**src/rtl/bcd_display_scan.sv**
```systemverilog
// bcd_display_scan: multiplexes snapshotted BCD digits onto a common-anode 7-segment display with guard, blanking and blink
module bcd_display_scan #(
    parameter int NUM_DIGITS   = 6,
    parameter int REFRESH_DIV  = 100000,
    parameter int GUARD        = 64,
    parameter int BLINK_FRAMES = 60
) (
    input  logic                    clk,
    input  logic                    reset,
    input  logic [4*NUM_DIGITS-1:0] digits_in,
    input  logic                    blank_lz,
    input  logic [NUM_DIGITS-1:0]   blink_mask,
    input  logic [NUM_DIGITS-1:0]   dp_mask,
    output logic [NUM_DIGITS-1:0]   an,
    output logic [6:0]              seg,
    output logic                    dp,
    output logic                    frame_tick
);
    localparam int PW = $clog2(REFRESH_DIV);
    localparam int IW = (NUM_DIGITS > 1) ? $clog2(NUM_DIGITS) : 1;
    localparam int BW = (BLINK_FRAMES > 1) ? $clog2(BLINK_FRAMES) : 1;
    localparam logic [PW-1:0] PRE_LAST   = PW'(REFRESH_DIV - 1);
    localparam logic [PW-1:0] GUARD_V    = PW'(GUARD);
    localparam logic [IW-1:0] IDX_LAST   = IW'(NUM_DIGITS - 1);
    localparam logic [BW-1:0] BLINK_LAST = BW'(BLINK_FRAMES - 1);

    logic [PW-1:0]           pre_q, pre_d;
    logic [IW-1:0]           idx_q, idx_d;
    logic [4*NUM_DIGITS-1:0] shadow_q, shadow_d;
    logic [BW-1:0]           blink_cnt_q, blink_cnt_d;
    logic                    blink_phase_q, blink_phase_d;
    logic [NUM_DIGITS-1:0]   an_q, an_d;
    logic [6:0]              seg_q, seg_d;
    logic                    dp_q, dp_d;
    logic                    frame_tick_q, frame_tick_d;
    logic                    slot_end, wrap, blank;
    logic [3:0]              d;
    logic [6:0]              glyph;

    assign an         = an_q;
    assign seg        = seg_q;
    assign dp         = dp_q;
    assign frame_tick = frame_tick_q;

    // Active-low glyph for the digit in the current slot; codes above 9 show a dash
    always_comb begin
        glyph = 7'h3F;
        case (d)
            4'd0: glyph = 7'h40;
            4'd1: glyph = 7'h79;
            4'd2: glyph = 7'h24;
            4'd3: glyph = 7'h30;
            4'd4: glyph = 7'h19;
            4'd5: glyph = 7'h12;
            4'd6: glyph = 7'h02;
            4'd7: glyph = 7'h78;
            4'd8: glyph = 7'h00;
            4'd9: glyph = 7'h10;
            default: glyph = 7'h3F;
        endcase
    end

    // Scan timing, frame snapshot, blink phase and next output values
    always_comb begin
        slot_end      = pre_q == PRE_LAST;
        wrap          = slot_end && idx_q == IDX_LAST;
        pre_d         = slot_end ? '0 : pre_q + 1'b1;
        idx_d         = slot_end ? ((idx_q == IDX_LAST) ? '0 : idx_q + 1'b1) : idx_q;
        shadow_d      = wrap ? digits_in : shadow_q;
        blink_cnt_d   = wrap ? ((blink_cnt_q == BLINK_LAST) ? '0 : blink_cnt_q + 1'b1) : blink_cnt_q;
        blink_phase_d = blink_phase_q ^ (wrap && blink_cnt_q == BLINK_LAST);
        d             = shadow_q[4*idx_q +: 4];
        blank         = (blink_mask[idx_q] && blink_phase_q) || (blank_lz && idx_q == IDX_LAST && d == 4'd0);
        an_d          = (pre_q >= GUARD_V) ? ~(NUM_DIGITS'(1) << idx_q) : '1;
        seg_d         = blank ? 7'h7F : glyph;
        dp_d          = blank || !dp_mask[idx_q];
        frame_tick_d  = wrap;
    end

    // State and output registers; reset blanks the display and restarts the scan
    always_ff @(posedge clk) begin
        if (reset) begin
            pre_q         <= '0;
            idx_q         <= '0;
            shadow_q      <= '0;
            blink_cnt_q   <= '0;
            blink_phase_q <= 1'b0;
            an_q          <= '1;
            seg_q         <= 7'h7F;
            dp_q          <= 1'b1;
            frame_tick_q  <= 1'b0;
        end else begin
            pre_q         <= pre_d;
            idx_q         <= idx_d;
            shadow_q      <= shadow_d;
            blink_cnt_q   <= blink_cnt_d;
            blink_phase_q <= blink_phase_d;
            an_q          <= an_d;
            seg_q         <= seg_d;
            dp_q          <= dp_d;
            frame_tick_q  <= frame_tick_d;
        end
    end
endmodule

```
**config.mk**
```make
export PLATFORM = sky130hd
export DESIGN_NAME = bcd_display_scan
export DESIGN_NICKNAME = d
export VERILOG_FILES = /design/src/rtl/bcd_display_scan.sv
export SDC_FILE = /design/constraint.sdc
export NUM_CORES = 1
export LEC_CHECK = 0
export CAP_MARGIN = 10
export CORE_UTILIZATION = 45
export CTS_BUF_LIST = sky130_fd_sc_hd__clkbuf_16
export DETAILED_ROUTE_END_ITERATION = 12
export PLACE_DENSITY_LB_ADDON = 0.2
export SKIP_LAST_GASP = 1
export SLEW_MARGIN = 10
export SYNTH_ARGS = -nofsm -noshare
export SYNTH_HDL_FRONTEND = slang
export SYNTH_SLANG_ARGS = --single-unit
```
**constraint.sdc**
```tcl
create_clock -name clk -period 2.5 [get_ports clk]
set_input_delay 0.625 -clock clk [delete_from_list [all_inputs] [get_ports clk]]
set_output_delay 0.625 -clock clk [all_outputs]
set_load 0.05 [all_outputs]
```
==> results_dict.tcl, run 1 <==
set metrics [dict create \
    endpoint_kind "flop" \
    netlist_instances 358 \
    final_util_pct 60.7 \
    io_buffers 53 \
    timing_worst_slew_pin_value_ps 508 \
    ys_async_sr_fraction_pct 0 \
    firstDrtPassIters 11 \
    synth_seq_cells 66 \
    yosysSeqAreaShare_pct 42.8 \
    ctsHoldBuffers 0 \
    gr-total-overflow 0 \
    start_kind "flop" \
    ys_types 54 \
    fin_crit_ps 2280 \
    fmax_ghz 0.438 \
    relSlewSlack_pct 66.0 \
    synth_top_flop_cell "dfxtp_1" \
    avgViaCountPerCell 5.20 \
    vias 2575 \
    yosys-top-cells-area "dfxtp_1, nand2_1, a21oi_1" \
    tns_ps 0 \
    grt_use_total_pct 20.1 \
    die_area_mm2 0.00720 \
    syn_area_mm2 0.00309 \
    synth_largest_area_cell "dfxtp_1" \
    leakagePower_nw 1.47 \
    drc 6 \
    critPathKind "reg -> reg" \
    htree_levels 3 \
    numCtsBuffers 9 \
    cts_buffer_depth 2 \
    cts_sinks 66 \
    core_area_mm2 0.00649 \
    final_nets 462 \
    power_density_mw_per_mm2 575 \
    maxCapViolCount 0 \
    finalClockSkew_ps 4.27 \
    wirelength_um 6590 \
    chipWidth_um 84.8 \
    grt_pass1_wl_um 11300 \
    hold_class "reg -> reg" \
    io-pin-count 54 \
    hold_viol 0 \
    start_util_pct 47.5 \
    setup_viol 0 \
    grt_start_max_net_pins 25 \
    worstPathArrival_ps 2550 \
    path_clk_slew_ps 50 \
    post_cts_buffers 0 \
    gp_congestion 0.809 \
    grt_antenna_before_repair 0 \
    rsz0062_at_grt "false" \
    hpwlAfterDp_um 4700 \
    required_ps 2770 \
    synth_nets 406 \
    fill_cells 580 \
    dp_slack_ps 245 \
    die_h_um 84.8 \
    rows 29 \
    vdd_ir_drop_max_mv 0.374 \
    status "finished with violations" \
    failed_checks "design-rule violations" \
    clock_latency_ps 320 \
    drive_gt1_share_pct 9.57 \
    cp_max_fo 6 \
    ant_nets 0 \
    area_delta_synth_final_pct 27.7 \
    synth_top_area_share_pct 42.8 \
    ctsResizeCount 0 \
    drtIter0Drc 111 \
    wire_per_inst_um 13.3 \
    slew_violations 0 \
    diodes 0 \
    ys_warn_count 0 \
    fin_ws_ps 218 \
    fin_crit_sh_pct 91.3 \
    root_buffer "clkbuf_16" \
    synth_edf_count 0 \
    final_common_cell "nand2_1" \
    cts_tree "yes" \
    grt_pass1_vias 2520 \
    final_cell_mix "nand2_1, dfxtp_1, clkdlybuf4s50_1" \
    syn_avg_cell_area_um2 8.63 \
]
-- where the power goes --
group	internal, W	total (W)	switching, W
logic	0.0000762	0.000133	0.0000565
clock network	0.000647	0.00106	0.000418
registers	0.00106	0.00107	0.00000482
-- state kept, by name (all words and copies together) (netlist names) --
name,flops
seg,7
an,6
blink_phase_q,1
dp,1
idx_q,3
pre_q,17
blink_cnt_q,6
frame_tick,1
shadow_q,24
-- worst paths after layout --
| path | endpoint | startpoint | slack (ps) | cells past startpoint |
|---|---|---|---|---|
| setup / recovery | seg[0]$_SDFF_PP1_ | idx_q[0]$_SDFFE_PP0N_ | 220 | 7 |
| hold / removal | shadow_q[15]$_SDFFE_PP0P_ | shadow_q[15]$_SDFFE_PP0P_ | 450 | 2 |
| setup reg to reg | seg[0]$_SDFF_PP1_ | idx_q[0]$_SDFFE_PP0N_ | 220 | 7 |
| hold reg to reg | shadow_q[15]$_SDFFE_PP0P_ | shadow_q[15]$_SDFFE_PP0P_ | 450 | 2 |
-- per-layer routing --
| layer | track usage (%) | vias up | part of all wire [%] |
|---|---|---|---|
| li1 | - | 1327 | - |
| met1 | 25.8 | 1163 | 48 |
| met2 | 30.8 | 73 | 44 |
| met3 | 6.03 | 12 | 6.3 |
| met4 | 10.3 | 0 | 2.1 |
| met5 | 0 | - | 0 |
-- synthesized netlist by cell type, types with 2 or more instances --
cell and n:
nor4_1 2, nand3b_1 2, clkbuf_1 10, mux2_2 4
nand3_1 12, nor2b_1 3, mux2i_1 5, dfxtp_1 66
o21ai_0 4, buf_4 4, xnor2_1 6, mux4_2 3
or2_2 2, a221o_1 2, a31oi_1 2, o21a_1 3
a21oi_1 33, ha_1 9, and2_1 9, buf_6 2
xor2_1 10, a211oi_1 2, inv_1 11, nor2_1 32
nor3_2 2, nor3_1 2, nand2b_1 3, buf_2 3
nand4_1 3, and3_1 7, and4_1 2, nand2_1 67
or3_1 4, mux2_1 4, o21ai_1 4
-- stage by stage --
stage / power [W] / hold slack, ps / instances / instance area (um^2)
after floorplan: 0.00114 / 425 / 358 / 3090
after global placement: 0.00122 / 438 / 480 / 3690
after detailed placement: 0.00122 / 444 / 480 / 3690
after CTS: 0.00229 / 450 / 495 / 3940
after global routing: 0.00235 / 472 / 495 / 3940
final: 0.00227 / 449 / 495 / 3940
-- critical path: stages (launching register included) --
cell and delay [ps]:
dfxtp_1 380, mux4_2 540, a22oi_1 320, ha_1 250, and3_1 290, nor4_1 70
o211ai_1 220, o21a_1 150
-- final cells by class --
cell class / count / area, um^2 / area share [%]
clock inverter: 6 / 26.3 / 0.666
sequential: 66 / 1320 / 33.5
multi-input combinational: 261 / 1620 / 41.0
clock buffer: 9 / 225 / 5.71
tap: 77 / 96.3 / 2.44
timing repair buffer: 64 / 613 / 15.5
inverter: 12 / 45.0 / 1.14
-- kinds of logic (layout without fill, tap and decap cells) --
| group | count (synthesis) | count (layout) | share of synthesized area, % |
|---|---|---|---|
| xor+xnor | 16 | 16 | 4.54 |
| fa+ha+maj | 9 | 9 | 3.65 |
| flops | 66 | 66 | 42.8 |
| simple gates | 157 | 157 | 24.0 |
| mux | 17 | 17 | 7.21 |
| buf+inv | 31 | 91 | 4.86 |
| compound gates | 62 | 62 | 13.0 |
Power figures use the tool's default switching activity.
==> inputs of run 2 (changes only) <==
- CORE_ASPECT_RATIO: not set -> 0.6
- GPL_TIMING_DRIVEN: not set -> 1
==> run 2 against run 1 <==
- the flow now finishes without violations
- routed wire length up 8.7%
- fmax down 1.5%
- worst hold slack better by 1.8 ps
- final cell count up 0.81%
- critical endpoint is now seg[3]$_SDFF_PP1_
- largest power group is now clock
- highest routed layer unchanged
==> results_dict.tcl, run 2 (synthesis gave the netlist of run 1 again) <==
set metrics [dict create \
    grt_pass1_wl_um 11800 \
    start_util_pct 48.6 \
    grt_start_max_net_pins 36 \
    vias 2583 \
    clock_latency_ps 330 \
    worstPathArrival_ps 2600 \
    hpwlAfterDp_um 5220 \
    leakagePower_nw 1.47 \
    avgViaCountPerCell 5.18 \
    postLayoutCellArea_mm2 0.00397 \
    hold_class "reg -> reg" \
    drive_gt1_share_pct 10.1 \
    critPathKind "reg -> reg" \
    fmax_ghz 0.431 \
    io_buffers 53 \
    regArea_mm2 0.00132 \
    grt_antenna_before_repair 0 \
    vdd_ir_drop_max_mv 0.444 \
    endpoint_kind "flop" \
    fin_crit_sh_pct 92.7 \
    gr-total-overflow 0 \
    power_density_mw_per_mm2 607 \
    final_nets 458 \
    wire_per_inst_um 14.4 \
    maxCapViolCount 0 \
    timing_worst_slew_pin_value_ps 509 \
    cp_max_fo 9 \
    multi_input_comb_area_mm2 0.00162 \
    largest_reg_flops 24 \
    setup_viol 0 \
    grt_pass1_vias 2390 \
    io-pin-count 54 \
    path_clk_slew_ps 50 \
    final_util_pct 62.4 \
    gp_congestion 0.831 \
    chipWidth_um 109 \
    core_area_mm2 0.00636 \
    htree_levels 3 \
    diodes 0 \
    root_buffer "clkbuf_16" \
    slew_violations 0 \
    area_delta_synth_final_pct 28.4 \
    hold_viol 0 \
    cts_buffer_depth 2 \
    finalClockSkew_ps 6.25 \
    wirelength_um 7170 \
    grt_use_total_pct 22.0 \
    tns_ps 0 \
    final_cell_mix "nand2_1, dfxtp_1, clkdlybuf4s50_1" \
    rsz0062_at_grt "false" \
    post_cts_buffers 0 \
    die_area_mm2 0.00721 \
    ant_nets 0 \
    numCtsBuffers 9 \
    firstDrtPassIters 4 \
    rows 22 \
    fill_cells 576 \
    regMostFlops "shadow_q" \
    required_ps 2780 \
    status "complete, no violations" \
    relSlewSlack_pct 66.0 \
    fin_crit_ps 2320 \
    drc 0 \
    placed_area_mm2 0.00367 \
    cts_tree "yes" \
    start_kind "flop" \
    drtIter0Drc 115 \
    final_common_cell "nand2_1" \
    die_h_um 66.2 \
    cts_sinks 66 \
]
## run 2: cell types whose count changed in the layout (fill, tap and decap cells not counted), sizes merged
cell and delta:
buf -4, clkinv -1, bufinv +1, clkinvlp +1
## run 2: final cells by class
class,count,area share [%]
Tap cell,84,2.65
Inverter,12,1.14
Timing Repair Buffer,60,14.7
Sequential cell,66,33.3
Clock inverter,7,1.55
Clock buffer,9,5.68
Multi-Input combinational cell,261,40.9
## run 2: timing repair
action,4_1_cts,5_1_grt
hold buffers,0,0
endpoints found under the setup margin,0,5
resized for setup,0,3
## run 2: layer usage
metal | wire length (um) | up-vias | share of wire [%] | global-route usage (%)
met2 | 2790 | 68 | 39 | 29.2
met1 | 3820 | 1178 | 53 | 31.9
li1 | - | 1328 | - | -
met5 | 0 | - | 0 | 0
met3 | 449 | 9 | 6.3 | 7.59
met4 | 99 | 0 | 1.4 | 8.45
## run 2: final timing paths
kind | from | endpoint | slack [ps] | cells after the start
setup / recovery | idx_q[1]$_SDFFE_PP0N_ | seg[3]$_SDFF_PP1_ | 180 | 8
hold / removal | shadow_q[14]$_SDFFE_PP0P_ | shadow_q[14]$_SDFFE_PP0P_ | 450 | 2
setup reg to reg | idx_q[1]$_SDFFE_PP0N_ | seg[3]$_SDFF_PP1_ | 180 | 8
hold reg to reg | shadow_q[14]$_SDFFE_PP0P_ | shadow_q[14]$_SDFFE_PP0P_ | 450 | 2
## run 2: per-stage QoR
step	std cells	setup slack (ps)	hold WS, ps	total power, W
2_1_floorplan	358	153	425	0.00114
3_3_place_gp	483	250	434	0.00122
3_5_place_dp	483	147	445	0.00122
4_1_cts	499	121	452	0.00244
5_1_grt	499	13.0	469	0.00250
6_report	499	182	451	0.00241
## run 2: report_power, final
| group | leakage (nW) | total [W] | internal, W | switching (W) |
|---|---|---|---|---|
| logic | 0.788 | 0.000135 | 0.0000756 | 0.0000590 |
| registers | 0.535 | 0.00107 | 0.00106 | 0.00000511 |
| clock network | 0.146 | 0.00120 | 0.000759 | 0.000444 |
## run 2: worst max-delay path, stage by stage, from the launching register on
cell and delay [ps]:
dfxtp_2 440, mux2_1 360, a221o_1 370, nand2_1 180
ha_1 190, and3_1 270, nor4_1 80, o211ai_1 230
o21a_1 160
==> inputs of run 3 (changes only) <==
- CORE_ASPECT_RATIO: 0.6 -> 1.4
- HOLD_SLACK_MARGIN: not set -> 0.02
==> run 3 against run 2 <==
- clock skew down 1.9 ps
- non-clock buffer count rose by 3
- setup slack better by 19 ps
- sequential cell count unchanged
- critical endpoint is now seg[0]$_SDFF_PP1_
- highest routed layer unchanged
==> results_dict.tcl, run 3 (synthesis gave the netlist of run 1 again) <==
set metrics [dict create \
    status "complete, no violations" \
    postLayoutCellArea_mm2 0.00402 \
    htree_levels 3 \
    setup_viol 0 \
    hpwlAfterDp_um 5120 \
    critPathKind "reg -> reg" \
    cts_tree "yes" \
    placed_area_mm2 0.00370 \
    cts_sinks 66 \
    final_common_cell "nand2_1" \
    gp_congestion 0.857 \
    cts_buffer_depth 2 \
    die_h_um 100 \
    rows 35 \
    gr-total-overflow 0 \
    drive_gt1_share_pct 10.5 \
    hold_viol 0 \
    clock_latency_ps 330 \
    numCtsBuffers 9 \
    diodes 0 \
    fin_crit_sh_pct 92.0 \
    fin_crit_ps 2300 \
    hold_class "reg -> reg" \
    chipWidth_um 72.0 \
    die_area_mm2 0.00720 \
    cp_max_fo 6 \
    tns_ps 0 \
    final_cell_mix "nand2_1, dfxtp_1, clkdlybuf4s50_1" \
    relSlewSlack_pct 65.6 \
    regMostFlops "shadow_q" \
    maxCapViolCount 0 \
    grt_pass1_vias 2571 \
    finalClockSkew_ps 4.40 \
    area_delta_synth_final_pct 30.3 \
    avgViaCountPerCell 5.20 \
    start_util_pct 46.7 \
    fmax_ghz 0.435 \
    power_density_mw_per_mm2 630 \
    drtIter0Drc 156 \
    grt_use_total_pct 20.9 \
    start_kind "flop" \
    ant_nets 0 \
    grt_start_max_net_pins 27 \
    rsz0062_at_grt "false" \
    vias 2652 \
    post_cts_buffers 0 \
    drc 0 \
    root_buffer "clkbuf_16" \
    endpoint_kind "flop" \
    worstPathArrival_ps 2570 \
    core_area_mm2 0.00661 \
    wire_per_inst_um 13.8 \
    firstDrtPassIters 4 \
    vdd_ir_drop_max_mv 0.344 \
    path_clk_slew_ps 60 \
    wirelength_um 7060 \
    io-pin-count 54 \
    grt_antenna_before_repair 0 \
    timing_worst_slew_pin_value_ps 515 \
    slew_violations 0 \
    required_ps 2770 \
    final_nets 461 \
    io_buffers 53 \
    grt_pass1_wl_um 11500 \
    leakagePower_nw 1.49 \
    largest_reg_flops 24 \
]
==> run 3: critical path: stages, from the launching register on <==
cell and delay [ps]:
dfxtp_1 460, mux2_1 350, a221o_1 360, nand2_1 160, ha_1 220, and3_2 250, nor4_1 60, o211ai_1 220
o21a_1 150
==> run 3: where the power goes <==
group | switching (W) | leakage, nW | internal [W] | total, W
combinational | 0.0000573 | 0.803 | 0.0000762 | 0.000134
sequential | 0.00000498 | 0.535 | 0.00106 | 0.00107
clock | 0.000463 | 0.151 | 0.000869 | 0.00133
==> run 3: path summary, 6_finish.rpt <==
kind	start	slack, ps	endpoint	cells after the start
worst max-delay path	idx_q[1]$_SDFFE_PP0N_	200	seg[0]$_SDFF_PP1_	8
worst min-delay path	shadow_q[19]$_SDFFE_PP0P_	450	shadow_q[19]$_SDFFE_PP0P_	2
worst max register to register	idx_q[1]$_SDFFE_PP0N_	200	seg[0]$_SDFF_PP1_	8
worst min register to register	shadow_q[19]$_SDFFE_PP0P_	450	shadow_q[19]$_SDFFE_PP0P_	2
==> run 3: through the flow <==
stage | setup WS, ps | power, W | hold slack [ps] | cells | util (%)
2_1_floorplan | 153 | 0.00114 | 425 | 358 | -
3_3_place_gp | 275 | 0.00122 | 439 | 494 | 56.0
3_5_place_dp | 189 | 0.00122 | 448 | 494 | 56.0
4_1_cts | 153 | 0.00255 | 453 | 510 | 60.8
5_1_grt | 25.3 | 0.00261 | 471 | 510 | 60.9
6_report | 201 | 0.00253 | 455 | 510 | 60.9
==> run 3: timing repair <==
item,CTS,global route
endpoints found under the setup margin,0,2
resized for setup,0,1
hold buffers,0,0
==> run 3: metal layers <==
layer / track usage (%) / wire (um) / vias to the layer above
met5: 0 / 0 / -
met4: 11.3 / 180 / 0
met3: 4.22 / 266 / 15
met2: 38.5 / 3730 / 64
met1: 21.9 / 2880 / 1244
li1: - / - / 1329
==> run 3: cell type report <==
| type | instances | area (um^2) |
|---|---|---|
| clock buffers | 9 | 225 |
| flip-flops and latches | 66 | 1320 |
| repair buffers | 63 | 606 |
| fillers | 577 | 2590 |
| inverters | 12 | 45.0 |
| clock inverters | 7 | 93.8 |
| multi-input cells | 261 | 1620 |
| well taps | 92 | 115 |
